===== config.mk =====
export PLATFORM = sky130hd
export DESIGN_NAME = keypad_scanner_flat
export DESIGN_NICKNAME = d
export VERILOG_FILES = /design/src/rtl/keypad_pkg.sv /design/src/rtl/keypad_scanner_if.sv /design/src/rtl/scan_tick_gen.sv /design/src/rtl/keypad_scanner.sv /design/src/flat_wrapper.sv
export SDC_FILE = /design/constraint.sdc
export NUM_CORES = 1
export LEC_CHECK = 0
export ABC_AREA = 1
export CORE_MARGIN = 2
export CORE_UTILIZATION = 55
export DETAILED_ROUTE_END_ITERATION = 16
export GPL_TIMING_DRIVEN = 0
export PLACE_DENSITY_LB_ADDON = 0.15
export SKIP_LAST_GASP = 1
export SYNTH_ARGS = -nofsm -noshare
export SYNTH_HDL_FRONTEND = slang
export SYNTH_SLANG_ARGS = --single-unit

===== constraint.sdc =====
create_clock -name clkIn -period 4.25 [get_ports clkIn]
set_clock_uncertainty 0.2 [all_clocks]
set_input_delay 0.425 -clock clkIn [delete_from_list [all_inputs] [get_ports clkIn]]
set_output_delay 0.425 -clock clkIn [all_outputs]
set_load 0.05 [all_outputs]

===== src/rtl/keypad_pkg.sv =====
// Shared types and constants for the 4x4 keypad scanner and its helpers.
package keypad_pkg;

   localparam int NUM_ROWS = 4;
   localparam int NUM_COLS = 4;
   localparam int KEY_W    = 4;

   typedef logic [KEY_W-1:0] key_code_t;

   typedef enum logic [1:0] {
      IDLE,
      DEBOUNCE,
      HELD,
      RELEASE
   } state_t;

   typedef enum logic [1:0] {
      NONE,
      ONE,
      MULTI
   } frame_result_t;

   // Key code is row*4 + col, which is simply the two indices concatenated.
   function automatic key_code_t make_code(input logic [1:0] row, input logic [1:0] col);
      return {row, col};
   endfunction

endpackage


===== src/rtl/keypad_scanner_if.sv =====
// Keypad matrix lines plus the debounced key report seen by the control logic.
interface keypad_scanner_if;
   import keypad_pkg::*;

   logic [NUM_ROWS-1:0] rowIn;
   logic [NUM_COLS-1:0] colOut;
   key_code_t           keyOut;
   logic                keyValidOut;
   logic                keyHeldOut;

   modport master (
      input  rowIn,
      output colOut,
      output keyOut,
      output keyValidOut,
      output keyHeldOut
   );

   modport slave (
      output rowIn,
      input  colOut,
      input  keyOut,
      input  keyValidOut,
      input  keyHeldOut
   );

endinterface


===== src/rtl/scan_tick_gen.sv =====
// Free-running divider emitting a one-cycle tick every CLK_FREQ/SCAN_RATE cycles.
module scan_tick_gen #(
   parameter int CLK_FREQ  = 100_000_000,
   parameter int SCAN_RATE = 1000
) (
   input  logic clkIn,
   input  logic rstIn,
   output logic tickOut
);

   localparam int TICK_DIV = CLK_FREQ / SCAN_RATE;
   localparam int CNT_W    = (TICK_DIV > 1) ? $clog2(TICK_DIV) : 1;

   logic [CNT_W-1:0] count_q;
   logic [CNT_W-1:0] count_d;
   logic             tick;

   always_comb begin
      tick    = (count_q == CNT_W'(TICK_DIV - 1));
      count_d = tick ? '0 : count_q + CNT_W'(1);
   end

   always_ff @(posedge clkIn or posedge rstIn) begin
      if (rstIn) begin
         count_q <= '0;
      end else begin
         count_q <= count_d;
      end
   end

   assign tickOut = tick;

endmodule


===== src/rtl/keypad_scanner.sv =====
// Column-by-column keypad scan with frame-level debounce; reports one strobe per
// accepted single-key press and rejects multi-key (ghosting) frames.
module keypad_scanner #(
   parameter int CLK_FREQ        = 100_000_000,
   parameter int SCAN_RATE       = 1000,
   parameter int DEBOUNCE_FRAMES = 4
) (
   input  logic             clkIn,
   input  logic             rstIn,
   keypad_scanner_if.master kpd
);
   import keypad_pkg::*;

   localparam int CNT_W = (DEBOUNCE_FRAMES < 2) ? 1 : $clog2(DEBOUNCE_FRAMES + 1);
   localparam logic [CNT_W-1:0] CNT_DONE = CNT_W'(DEBOUNCE_FRAMES);

   logic                tick;
   logic [NUM_ROWS-1:0] sync1_q;
   logic [NUM_ROWS-1:0] sync2_q;
   logic [1:0]          col_idx_q, col_idx_d;
   logic [1:0]          acc_cnt_q, acc_cnt_d;
   key_code_t           acc_code_q, acc_code_d;
   logic [1:0]          scan_cnt;
   key_code_t           scan_code;
   logic                frame_end;
   frame_result_t       frame_res;
   state_t              state_q, state_d;
   key_code_t           cand_q, cand_d;
   key_code_t           key_q, key_d;
   logic [CNT_W-1:0]    cnt_q, cnt_d;
   logic [CNT_W-1:0]    cnt_inc;
   logic                valid_q, valid_d;

   scan_tick_gen #(
      .CLK_FREQ  (CLK_FREQ),
      .SCAN_RATE (SCAN_RATE)
   ) u_tick (
      .clkIn   (clkIn),
      .rstIn   (rstIn),
      .tickOut (tick)
   );

   // Column 0 starts a fresh frame, so the carried-in count is ignored there.
   always_comb begin
      col_idx_d  = col_idx_q;
      acc_cnt_d  = acc_cnt_q;
      acc_code_d = acc_code_q;
      scan_cnt   = (col_idx_q == 2'd0) ? 2'd0 : acc_cnt_q;
      scan_code  = (col_idx_q == 2'd0) ? '0 : acc_code_q;
      for (int r = 0; r < NUM_ROWS; r++) begin
         if (!sync2_q[r]) begin
            if (scan_cnt == 2'd0) begin
               scan_code = make_code(2'(r), col_idx_q);
            end
            if (scan_cnt != 2'd2) begin
               scan_cnt = scan_cnt + 2'd1;
            end
         end
      end
      frame_end = tick && (col_idx_q == 2'd3);
      if (tick) begin
         col_idx_d  = col_idx_q + 2'd1;
         acc_cnt_d  = scan_cnt;
         acc_code_d = scan_code;
      end
      frame_res = NONE;
      if (scan_cnt == 2'd1) begin
         frame_res = ONE;
      end else if (scan_cnt == 2'd2) begin
         frame_res = MULTI;
      end
   end

   always_comb begin
      state_d = state_q;
      cand_d  = cand_q;
      key_d   = key_q;
      cnt_d   = cnt_q;
      valid_d = 1'b0;
      cnt_inc = cnt_q + CNT_W'(1);
      if (frame_end) begin
         case (state_q)
            IDLE: begin
               if (frame_res == ONE) begin
                  cand_d = scan_code;
                  cnt_d  = CNT_W'(1);
                  if (DEBOUNCE_FRAMES == 1) begin
                     state_d = HELD;
                     key_d   = scan_code;
                     valid_d = 1'b1;
                  end else begin
                     state_d = DEBOUNCE;
                  end
               end
            end
            DEBOUNCE: begin
               if (frame_res == ONE && scan_code == cand_q) begin
                  cnt_d = cnt_inc;
                  if (cnt_inc == CNT_DONE) begin
                     state_d = HELD;
                     key_d   = cand_q;
                     valid_d = 1'b1;
                  end
               end else if (frame_res == ONE) begin
                  cand_d = scan_code;
                  cnt_d  = CNT_W'(1);
               end else begin
                  state_d = IDLE;
                  cnt_d   = '0;
               end
            end
            HELD: begin
               if (frame_res == NONE) begin
                  if (DEBOUNCE_FRAMES == 1) begin
                     state_d = IDLE;
                     cnt_d   = '0;
                  end else begin
                     state_d = RELEASE;
                     cnt_d   = CNT_W'(1);
                  end
               end
            end
            RELEASE: begin
               if (frame_res == NONE) begin
                  cnt_d = cnt_inc;
                  if (cnt_inc == CNT_DONE) begin
                     state_d = IDLE;
                     cnt_d   = '0;
                  end
               end else begin
                  state_d = HELD;
               end
            end
            default: begin
               state_d = IDLE;
               cnt_d   = '0;
            end
         endcase
      end
   end

   always_ff @(posedge clkIn or posedge rstIn) begin
      if (rstIn) begin
         sync1_q    <= '0;
         sync2_q    <= '0;
         col_idx_q  <= '0;
         acc_cnt_q  <= '0;
         acc_code_q <= '0;
         state_q    <= IDLE;
         cand_q     <= '0;
         key_q      <= '0;
         cnt_q      <= '0;
         valid_q    <= 1'b0;
      end else begin
         sync1_q    <= kpd.rowIn;
         sync2_q    <= sync1_q;
         col_idx_q  <= col_idx_d;
         acc_cnt_q  <= acc_cnt_d;
         acc_code_q <= acc_code_d;
         state_q    <= state_d;
         cand_q     <= cand_d;
         key_q      <= key_d;
         cnt_q      <= cnt_d;
         valid_q    <= valid_d;
      end
   end

   assign kpd.colOut      = ~(4'b0001 << col_idx_q);
   assign kpd.keyOut      = key_q;
   assign kpd.keyValidOut = valid_q;
   assign kpd.keyHeldOut  = (state_q == HELD) || (state_q == RELEASE);

endmodule


===== src/flat_wrapper.sv =====
// flat-port wrapper written by rule: the top's interface ports become plain ports
module keypad_scanner_flat import keypad_pkg::*;
#(
   parameter int CLK_FREQ        = 100_000_000,
   parameter int SCAN_RATE       = 1000,
   parameter int DEBOUNCE_FRAMES = 4
)
  (clkIn, rstIn, kpd_rowIn, kpd_colOut, kpd_keyOut, kpd_keyValidOut, kpd_keyHeldOut);
  keypad_scanner_if kpd_i ();
  input  logic clkIn;
  input  logic rstIn;
  input wire logic [$bits(kpd_i.rowIn)-1:0] kpd_rowIn;
  output wire logic [$bits(kpd_i.colOut)-1:0] kpd_colOut;
  output wire logic [$bits(kpd_i.keyOut)-1:0] kpd_keyOut;
  output wire logic [$bits(kpd_i.keyValidOut)-1:0] kpd_keyValidOut;
  output wire logic [$bits(kpd_i.keyHeldOut)-1:0] kpd_keyHeldOut;
  assign kpd_i.rowIn = kpd_rowIn;
  assign kpd_colOut = kpd_i.colOut;
  assign kpd_keyOut = kpd_i.keyOut;
  assign kpd_keyValidOut = kpd_i.keyValidOut;
  assign kpd_keyHeldOut = kpd_i.keyHeldOut;
  keypad_scanner #(.CLK_FREQ(CLK_FREQ), .SCAN_RATE(SCAN_RATE), .DEBOUNCE_FRAMES(DEBOUNCE_FRAMES)) u_core (.clkIn(clkIn), .rstIn(rstIn), .kpd(kpd_i));
endmodule

Word level (Yosys, flattened, before mapping) --
Index checks and enable logic that the tools add are counted.
Cells by class: bitwise operators 1, eq/ne operators 21, reduce and logical (&&, ||, !) cells 15, muxes and demuxes 43, shift operators 1, add/sub/neg operators 7
Operators with widths (number):
- two-way mux 4 bit | 11
- two-way mux 2 bit | 18
- adder 17 x 1 -> 17 bit, second input constant | 1
- equality test 17 bit, second input constant | 1
- two-way mux 17 bit | 1
- two-way mux 3 bit | 5
- zero test 2 bit | 7
- one-hot mux 3 bit (4 select lines) | 1
- adder 2 x 1 -> 2 bit, second input constant | 5
- inequality test 2 bit, second input constant | 5
- equality test 2 bit, second input constant | 4
- one-hot mux 2 bit (4 select lines) | 1
- one-hot mux 4 bit (2 select lines) | 1
- AND reduction 4 bit | 2
- equality test 2 x 1 -> 1 bit, second input constant | 3
- inequality test 2 x 1 -> 1 bit, second input constant | 3
- inequality test 3 bit, second input constant | 2
- AND reduction 6 bit | 1
- two-way mux 1 bit | 5
- equality test 4 bit | 1
- NOT 4 bit | 1
- << shifter 1 x 2 -> 4 bit, first input constant | 1
- adder 3 x 1 -> 3 bit, second input constant | 1
- equality test 3 bit, second input constant | 1
- 5 further kinds | 6
Storage, ports and cells: register bits after elaboration 47, bits of input ports 6, output and inout port bits 10, logic and storage cells 99

Logic depth before layout (Yosys ltp) --
depth after elaboration 22, depth in mapped cells 26, mapped depth without buffers 26

Hierarchy --
A second synthesis with hierarchy kept.
Unflattened totals: cell total of the unflattened synthesis 370, area, all modules 2767.7 sq um
By module, submodules not included:
- keypad_scanner | cells an instance 226, seq. area each 750.7 sq um, area each 1793.0 sq um, times used 1
- scan_tick_gen | cells an instance 144, seq. area each 425.4 sq um, area each 974.7 sq um, times used 1

Worst setup path before layout --
Ideal clock, no wire load.
kind reg-to-reg, start register u_core.col_idx_q[0], end register u_core.cand_q[0], required time 3.929 ns, buffers on the path 0, stages on the path, launching flop included 22, data arrival time 3.437 ns, path slack 0.493 ns, setup time 0.121 ns, period minus slack after synthesis 3.757 ns, cell sequence dfrtp_1 -> inv_1 -> ha_1 -> inv_4 -> nand2_1 -> ha_1 -> nand2_1 -> nand2_2 -> inv_1 -> nand2_1 -> nand3_1 -> o21ai_0 -> xor2_1 -> o21ai_0 -> ha_1 -> o21ai_0 -> ha_1 -> inv_1 -> nor4_1 -> nand2_4 -> nand2_1 -> o21ai_1
On the way: word-level cells in the longest chain between the ends 21, elaborated cells on any way between the ends 45, classes of those cells add/sub: 4; eq/ne: 10; mux: 23; reduce/logical: 8
Ends and longest elaborated chain:
- start, declared | line keypad_scanner.sv:20 | logic [1:0] col_idx_q, col_idx_d;
- start signal, assigned | line keypad_scanner.sv:157 | col_idx_q <= col_idx_d;
- zero test 2 bit | line keypad_scanner.sv:48, keypad_scanner.sv:49
- two-way mux 2 bit | line keypad_scanner.sv:48 | scan_cnt = (col_idx_q == 2'd0) ? 2'd0 : acc_cnt_q;
- adder 2 x 1 -> 2 bit / inequality test 2 bit (equally long branches) | line keypad_scanner.sv:56, keypad_scanner.sv:55
- two-way mux 2 bit | line keypad_scanner.sv:55 | if (scan_cnt != 2'd2) begin
- two-way mux 2 bit | line keypad_scanner.sv:51 | if (!sync2_q[r]) begin
- adder 2 x 1 -> 2 bit / inequality test 2 bit (equally long branches) | line keypad_scanner.sv:56, keypad_scanner.sv:55
- two-way mux 2 bit | line keypad_scanner.sv:55
- two-way mux 2 bit | line keypad_scanner.sv:51
- [... 5 more ...]
- two-way mux 2 bit | line keypad_scanner.sv:51
- equality test 2 bit | line keypad_scanner.sv:69 | end else if (scan_cnt == 2'd2) begin
- two-way mux 2 bit | line keypad_scanner.sv:69
- two-way mux 2 bit | line keypad_scanner.sv:67 | if (scan_cnt == 2'd1) begin
- equality test 2 x 1 -> 1 bit | line keypad_scanner.sv:84, keypad_scanner.sv:97, keypad_scanner.sv:104
- two-way mux 4 bit / logical AND 1 bit (equally long branches) | line keypad_scanner.sv:84, keypad_scanner.sv:104, keypad_scanner.sv:97
- two-way mux 4 bit / inequality test 2 bit (equally long branches)
- one-hot mux 4 bit (2 select lines) / AND reduction 3 bit (equally long branches)
- end signal, assigned | line keypad_scanner.sv:161 | cand_q <= cand_d;
- end, declared | line keypad_scanner.sv:28 | key_code_t cand_q, cand_d;
Several ways; a longest one is shown, not always the timed one. The select of a mux whose other input is x is not followed. A chain may end at the register's enable or synchronous reset.

Worst setup path in the final report --
start register u_core.col_idx_q[1], end register u_core.cnt_q[0]
On the way: word-level cells in the longest chain between the ends 21, elaborated cells on any way between the ends 48, classes of those cells add/sub: 4; eq/ne: 12; mux: 23; reduce/logical: 9
Ends and longest elaborated chain:
- zero test 2 bit (*) | line keypad_scanner.sv:48
- two-way mux 2 bit (*) | line keypad_scanner.sv:48
- adder 2 x 1 -> 2 bit / inequality test 2 bit (equally long branches) | line keypad_scanner.sv:56, keypad_scanner.sv:55
- two-way mux 2 bit | line keypad_scanner.sv:55
- two-way mux 2 bit (*) | line keypad_scanner.sv:51
- adder 2 x 1 -> 2 bit / inequality test 2 bit (equally long branches) | line keypad_scanner.sv:56, keypad_scanner.sv:55
- two-way mux 2 bit | line keypad_scanner.sv:55
- two-way mux 2 bit (*) | line keypad_scanner.sv:51
- [... 6 more ...]
- net u_core.scan_cnt[0] | line keypad_scanner.sv:23 | logic [1:0] scan_cnt;
- equality test 2 bit | line keypad_scanner.sv:69
- two-way mux 2 bit | line keypad_scanner.sv:69
- two-way mux 2 bit (*) | line keypad_scanner.sv:67
- equality test 2 x 1 -> 1 bit | line keypad_scanner.sv:84, keypad_scanner.sv:97, keypad_scanner.sv:104
- two-way mux 1 bit / logical AND 1 bit (equally long branches) | line keypad_scanner.sv:104, keypad_scanner.sv:97
- two-way mux 3 bit | line keypad_scanner.sv:97 | if (frame_res == ONE && scan_code == cand_q) begin
- one-hot mux 3 bit (4 select lines) | line keypad_scanner.sv:82 | case (state_q)
- end signal, assigned | line keypad_scanner.sv:163 | cnt_q <= cnt_d;
- end, declared | line keypad_scanner.sv:30 | logic [CNT_W-1:0] cnt_q, cnt_d;
Mark *: on every way through the listed nets, which the timed path passes. The rest lies on a longest branch.

==> flow_summary_export.csv <==
group,metric,value,unit
run_status,status,"finished clean",
die,dieHeight,73.9,um
setup_path,critPathRequiredTime,4.29,ns
finish,layout-drive-gt1-share,10.5,%
timing,rsz0062_at_grt,"false",
yosys,synthesis.nets,362,
route,drt_iter0_drc,67,
route,vias,2204,
clock_tree,worstSkewPairLatency,0.30,ns
power,switching_share,23.3,%
setup_path,crit_arrival,3.92,ns
finish,syn_to_final_growth,14.6,%
finish,finalInstanceArea,3080,um^2
clock_tree,clk_pin_slew_worst_paths,0.09,ns
job,cap_violations,0,
min_path,hold_path.class,"input port to async pin",
finish,fillers,408,
setup_path,crit_path_end_kind,"flop",
route,met1Wirelength,2270,um
timing,setup_viol,0,
clock_tree,htree_levels,2,
global_routing,grt_max_degree,41,
clock_tree,cts.path.max_buffers,2,
power,max-vdd-ir-drop,0.244,mV
place,placed_area,2940,um^2
place,hpwl,3670,um
route,dr_wl_met3,173,um
finish,finalNetCount,387,
yosys,yosys_warnings,0,
yosys,yosysSeqAreaShare,43.8,%
global_routing,antenna_found_initial,0,
yosys,ys.flop_type,"dfrtp_1",
finish,diodes,0,
route,ant_nets,0,
die,die_w,73.9,um
place,portBuffers,15,
yosys,synthArstFlopShare,100,%
die,io_pins,16,
route,wl_per_cell,11.3,um
die,initial_core_util,56.9,%
yosys,synth-seq-cells,47,
die,rows,25,
clock_tree,tritoncts,"yes",
route,routed.top_layer,"met4",
setup_path,critical_path_class,"flop to flop",
die,core,4720,um^2
yosys,synth_edf_count,0,
route,wl_met2,2410,um
route,drc_errors,0,
route,drt_wl_total,4950,um
die,die-area,5460,um^2
setup_path,path_max_fanout,8,
route,drtPass1Iterations,4,
timing,maxSlewHeadroom,57.4,%
yosys,syn-cell-area,2690,um^2
timing,fmax,0.257,GHz
power,clkPwrFrac,38.5,%
clock_tree,clock_sinks,47,
global_routing,overflow,0,
yosys,postSynthCellCount,344,
yosys,netlist.area_leader.share,43.8,%
power,p_leak,1.55,nW
timing,fin_crit_sh,91.5,%
clock_tree,numCtsBuffers,5,
yosys,synth.avg_cell_area,7.81,um^2
global_routing,grt_pass1_wl,8970,um
power,p_int,649,uW
timing,tightest_slew,0.633,ns
power,pwr_density_cell,275,nW/um^2
yosys,ys_types,35,
global_routing,grt_pass1_vias,2145,
timing,slew_viol_final,0,
power,p_sw,197,uW
setup_path,cp-start-kind,"flop",
clock_tree,cts-root-buf,"clkbuf_8",
global_routing,track_usage,21.1,%
setup_path,r2r_slack,0.36,ns
power,power_frac_seq,53.6,%
timing,final.setup.tns,0,ns
yosys,synth_area_leaders,"dfrtp_1 44%, nand2_1 11%, inv_1 8.9%, ha_1 5.6%, nand3_1 4.3%",
place,gp_congestion,0.861,
timing,min_period,3.89,ns
timing,finalHoldViolCount,0,
yosys,yosys.area.top_type,"dfrtp_1",
power,comb_power_share,7.9,%
route,vias_per_cell,5.04,
==> cells in the mapped netlist, types with 2 or more instances <==
library cell	instances
nand3_1	23
inv_1	64
nand4_1	6
nand3_2	3
o21ai_0	18
nand2_2	7
inv_2	2
nor2_1	29
clkbuf_1	2
ha_1	12
nor4_1	3
a21oi_1	7
nor3_1	5
nand2_1	81
a31oi_1	2
o21ai_1	9
nand2_4	4
xor2_1	3
nor3b_1	2
dfrtp_1	47
==> routing by layer <==
metal	global-route usage, %	vias up
li1	-	1138
met1	26.6	1018
met2	35.9	40
met3	4.25	8
met4	7.27	0
met5	0	-
==> area by class of cell <==
cell class	count	area (um^2)	area share (%)
Inverter	67	254	8.25
Buffer	2	7.51	0.244
Multi-Input combinational cell	228	1260	40.9
Timing Repair Buffer	18	185	6.01
Tap cell	67	83.8	2.72
Clock inverter	3	43.8	1.42
Sequential cell	47	1180	38.2
Clock buffer	5	68.8	2.23
==> logic make-up (layout without fill, tap and decap cells) <==
kind of cell | Yosys count | in the layout | share of synthesized area [%]
AND/OR/NAND/NOR | 169 | 169 | 30.5
buffers and inverters | 69 | 95 | 9.73
flip-flops | 47 | 47 | 43.8
AO/OA/AOI/OAI | 43 | 43 | 9.08
adder cells (fa/ha/maj) | 12 | 12 | 5.59
XOR/XNOR | 4 | 4 | 1.30
==> state kept, by name, summed over array words and instances (netlist names) <==
register                flops
u_core.acc_cnt_q            2
u_core.acc_code_q           4
u_core.cand_q               4
u_core.cnt_q                3
u_core.col_idx_q            2
u_core.kpd.keyOut           4
u_core.kpd.keyValidOut      1
u_core.state_q              2
u_core.sync1_q              4
u_core.sync2_q              4
u_core.u_tick.count_q      17
==> worst paths after layout <==
path / start / end / cells after the start
setup / recovery: u_core.col_idx_q[1] / u_core.cnt_q[0] / 23
hold / removal: rstIn / u_core.sync1_q[2] / 2
max in group asynchronous: rstIn / u_core.col_idx_q[0] / 3
setup reg to reg: u_core.col_idx_q[1] / u_core.cnt_q[0] / 23
min in group clkIn: u_core.sync1_q[3] / u_core.sync2_q[3] / 0
hold reg to reg: u_core.sync1_q[3] / u_core.sync2_q[3] / 0
==> cell usage in the layout, fill, tap and decap left out, types with 2 or more instances in the layout <==
cell type and n:
clkbuf_1 2, dfrtp_1 46, inv_2 3, ha_1 12
a21oi_1 7, nor3_1 5, nor2_2 2, nor4_1 3
o21ai_2 2, o21ai_0 15, nand2_1 81, nor3b_1 2
o21ai_1 11, clkdlybuf4s50_1 15, xor2_1 3, nand2_4 4
buf_4 2, nand4_1 6, nand2_2 7, nand3_2 3
nor2_1 28, a31oi_1 2, inv_1 63, clkbuf_8 5
nand3_1 23
==> stage by stage <==
step	setup WS, ns	instances	util [%]	total power [mW]	hold WS [ns]
finish	0.363	437	65.2	0.846	0.134
global placement	0.171	426	61.8	0.524	0.134
CTS	0.0823	435	64.6	0.856	0.138
global route	0.0202	437	65.2	0.890	0.152
floorplan	0.493	344	-	0.509	0.131
detailed placement	0.118	427	62.3	0.529	0.136
==> critical path, cell delays in order (launching register included) <==
cell	delay (ns)
dfrtp_1	0.39
inv_1	0.12
ha_1	0.27
inv_4	0.08
nand2_1	0.12
ha_1	0.25
nand2_1	0.08
nand2_2	0.08
inv_1	0.10
nand2_1	0.05
nand3_1	0.05
o21ai_0	0.10
xor2_1	0.21
o21ai_2	0.11
ha_1	0.21
o21ai_1	0.18
inv_1	0.07
ha_1	0.34
inv_1	0.06
nand3_1	0.11
o2111ai_2	0.21
a221oi_1	0.26
nand2_1	0.09
nand2_1	0.07
==> power groups by stage <==
stage | Sequential [mW] | Clock (mW) | Combinational [mW]
floorplan | 0.461 | 0 | 0.0472
global placement | 0.462 | 0 | 0.0618
detailed placement | 0.462 | 0 | 0.0662
CTS | 0.453 | 0.336 | 0.0667
global route | 0.454 | 0.357 | 0.0784
finish | 0.454 | 0.325 | 0.0672
==> what timing repair did <==
action | CTS | global route
hold buffers | 0 | 0
gates resized for setup | 0 | 8
setup buffers | 0 | 2
endpoints found under the setup margin | 0 | 14
Note: power is estimated with default switching activity, not from simulation.
==> variant (config.mk and constraints unchanged) <==
The 4 states of `state_t` get a one-hot encoding in 4 bits.
--- a/src/rtl/keypad_pkg.sv
+++ b/src/rtl/keypad_pkg.sv
@@ -9,7 +9,7 @@
 
-   typedef enum logic [1:0] {
-      IDLE,
-      DEBOUNCE,
-      HELD,
-      RELEASE
+   typedef enum logic [3:0] {
+      IDLE     = 4'b0001,
+      DEBOUNCE = 4'b0010,
+      HELD     = 4'b0100,
+      RELEASE  = 4'b1000
    } state_t;
Formal check against the unedited RTL: no difference found for any inputs over 10 cycles, from zero or initial values and one cycle with rstIn high; not proved beyond that.
==> variant against the unedited design <==
- sequential cell count is 2 higher
- total power is 4.8% lower
- sequential share of layout area is 0.18 points higher
- worst setup slack worse by 0.0021 ns
- combinational power is 13% higher
- final area is 3.9% higher
- synthesized area is 2.6% higher
- first-iteration DRC count is 24% higher
- routed wire length is 1.9% higher
==> variant: results (changes against the unedited design) <==
run_status:
  status: "finished clean"
final_layout:
  drive_gt1_share_pct: 12.44  # +1.9 points
  fin_cells: 461  # +5.5%
  final_nets: 411  # +6.2%
  area_growth_pct: 16.08
global_route:
  grt_max_degree: 36  # -12%
  track_usage_pct: 20.05  # -1.1 points
  grt_pass1_wl_mm: 8.659  # -3.5%
drt:
  vias: 2299  # +4.3%
  wire_per_inst_microns: 10.94  # -3.4%
  drtIter0Drc: 83  # +24%
place:
  place_area_sq_um: 3009  # +2.3%
  place_ws_ns: -0.1104  # -0.2280 ns
  dp_hpwl_mm: 3.755  # +2.3%
  gp_congestion: 0.8793  # +2.1%
  dp_cells: 446  # +4.4%
power:
  leakagePower_nw: 1.610  # +4.1%
  peakVddDrop_uv: 221.3  # -9.4%
synthesis:
  synth_common_cells: "94 x nand2_1, 67 x inv_1, 48 x dfrtp_1, 33 x nor2_1, 26 x nand3_1"
  ys_seq_area_share_pct: 44.55  # +0.77 points
  synthAdderAreaFrac_pct: 5.450  # -0.14 points
  synth_largest_area_cell: "dfrtp_1"
  syn_nets: 381  # +5.2%
  synth.most_common_cell: "nand2_1"
  syn_inst: 363  # +5.5%
  synthTopCellsByArea: "dfrtp_1 44%, nand2_1 13%, inv_1 9.1%, ha_1 5.4%, nand3_1 4.7%"
  synth.mux.area_fraction_pct: 0.3633  # +0.36 points
sta:
  fin_crit_ns: 3.889  # +0.002150 ns
  max_slew_margin_pct: 67.22  # +9.8 points
critical_path:
  arrival_ns: 3.87  # -0.05 ns
  max_stage_delay_ns: 0.38
hold_path:
  hp-class: "register to register"
clock_network:
  cts_made_buffers: 5  # unchanged
==> variant: cell count changes in the layout (fill, tap and decap cells not counted), sizes merged, moves of 2 or more <==
cell,unedited run,this run
buf,3,8
clkbuf,7,9
inv,67,70
nand2,92,106
nand3,26,28
nand4,7,2
nor2,31,36
nor3b,2,0
nor4,3,7
==> variant: worst paths after layout <==
kind / end / cells past startpoint / start
setup / recovery: u_core.state_q[1] / 24 / u_core.col_idx_q[1]
hold reg to reg: u_core.sync2_q[3] / 0 / u_core.sync1_q[3]
min in group asynchronous: u_core.kpd.keyOut[1] / 2 / rstIn
max in group asynchronous: u_core.col_idx_q[0] / 3 / rstIn
hold / removal: u_core.sync2_q[3] / 0 / u_core.sync1_q[3]
setup reg to reg: u_core.state_q[1] / 24 / u_core.col_idx_q[1]
==> variant: stage by stage <==
stage | hold slack (ns) | power (mW) | setup TNS [ns]
3_5_place_dp | 0.1362 | 0.5516 | -0.7573
3_3_place_gp | 0.1326 | 0.5478 | -0.08818
5_1_grt | 0.1636 | 0.8497 | -0.01428
4_1_cts | 0.1541 | 0.8137 | -0.0008153
2_1_floorplan | 0.1312 | 0.5317 | 0
6_report | 0.1533 | 0.8053 | 0
==> variant: kinds of logic (layout without fill, tap and decap cells) <==
| kind of cell | count (synthesis) | in the layout |
|---|---|---|
| adder cells (fa/ha/maj) | 12 | 12 |
| flip-flops | 49 | 49 |
| AND/OR/NAND/NOR | 185 | 185 |
| XOR/XNOR | 4 | 4 |
| AO/OA/AOI/OAI | 40 | 40 |
| buffers and inverters | 72 | 103 |
| multiplexers | 1 | 1 |
==> variant: what timing repair did <==
item,4_1_cts,5_1_grt
setup buffers,0,7
endpoints found under the setup margin,14,16
resized for setup,3,14
pin swaps,0,3
endpoints found under the hold margin,0,0
==> variant: layout make-up <==
| class | count | area share (%) |
|---|---|---|
| multi-input combinational | 242 | 41.00 |
| sequential | 49 | 38.42 |
| inverter | 71 | 8.372 |
| timing repair buffer | 23 | 6.964 |
| tap | 67 | 2.621 |
| clock buffer | 8 | 2.504 |
| buffer | 1 | 0.1174 |
==> variant: power breakdown <==
group          switching (mW)  internal (mW)  leakage, nW
clock                   0.140          0.117       0.0395
combinational          0.0495         0.0263        0.924
sequential            0.00297          0.470        0.646
==> variant: per-layer routing <==
layer  track usage (%)  vias up  routed length (microns)
li1                  -     1194                        -
met1             26.29     1071                     2436
met2             33.92       28                     2410
met3             4.016        6                      135
met4             5.754        0                       59
met5                 0        -                        0
==> variant: worst max-delay path: cells and delay by family, from the launching register on <==
family	cells	cell delay [ns]
adder cells (fa/ha/maj)	5	1.34
flip-flops	1	0.38
buffers and inverters	5	0.45
AND/OR/NAND/NOR	11	1.03
AO/OA/AOI/OAI	3	0.37
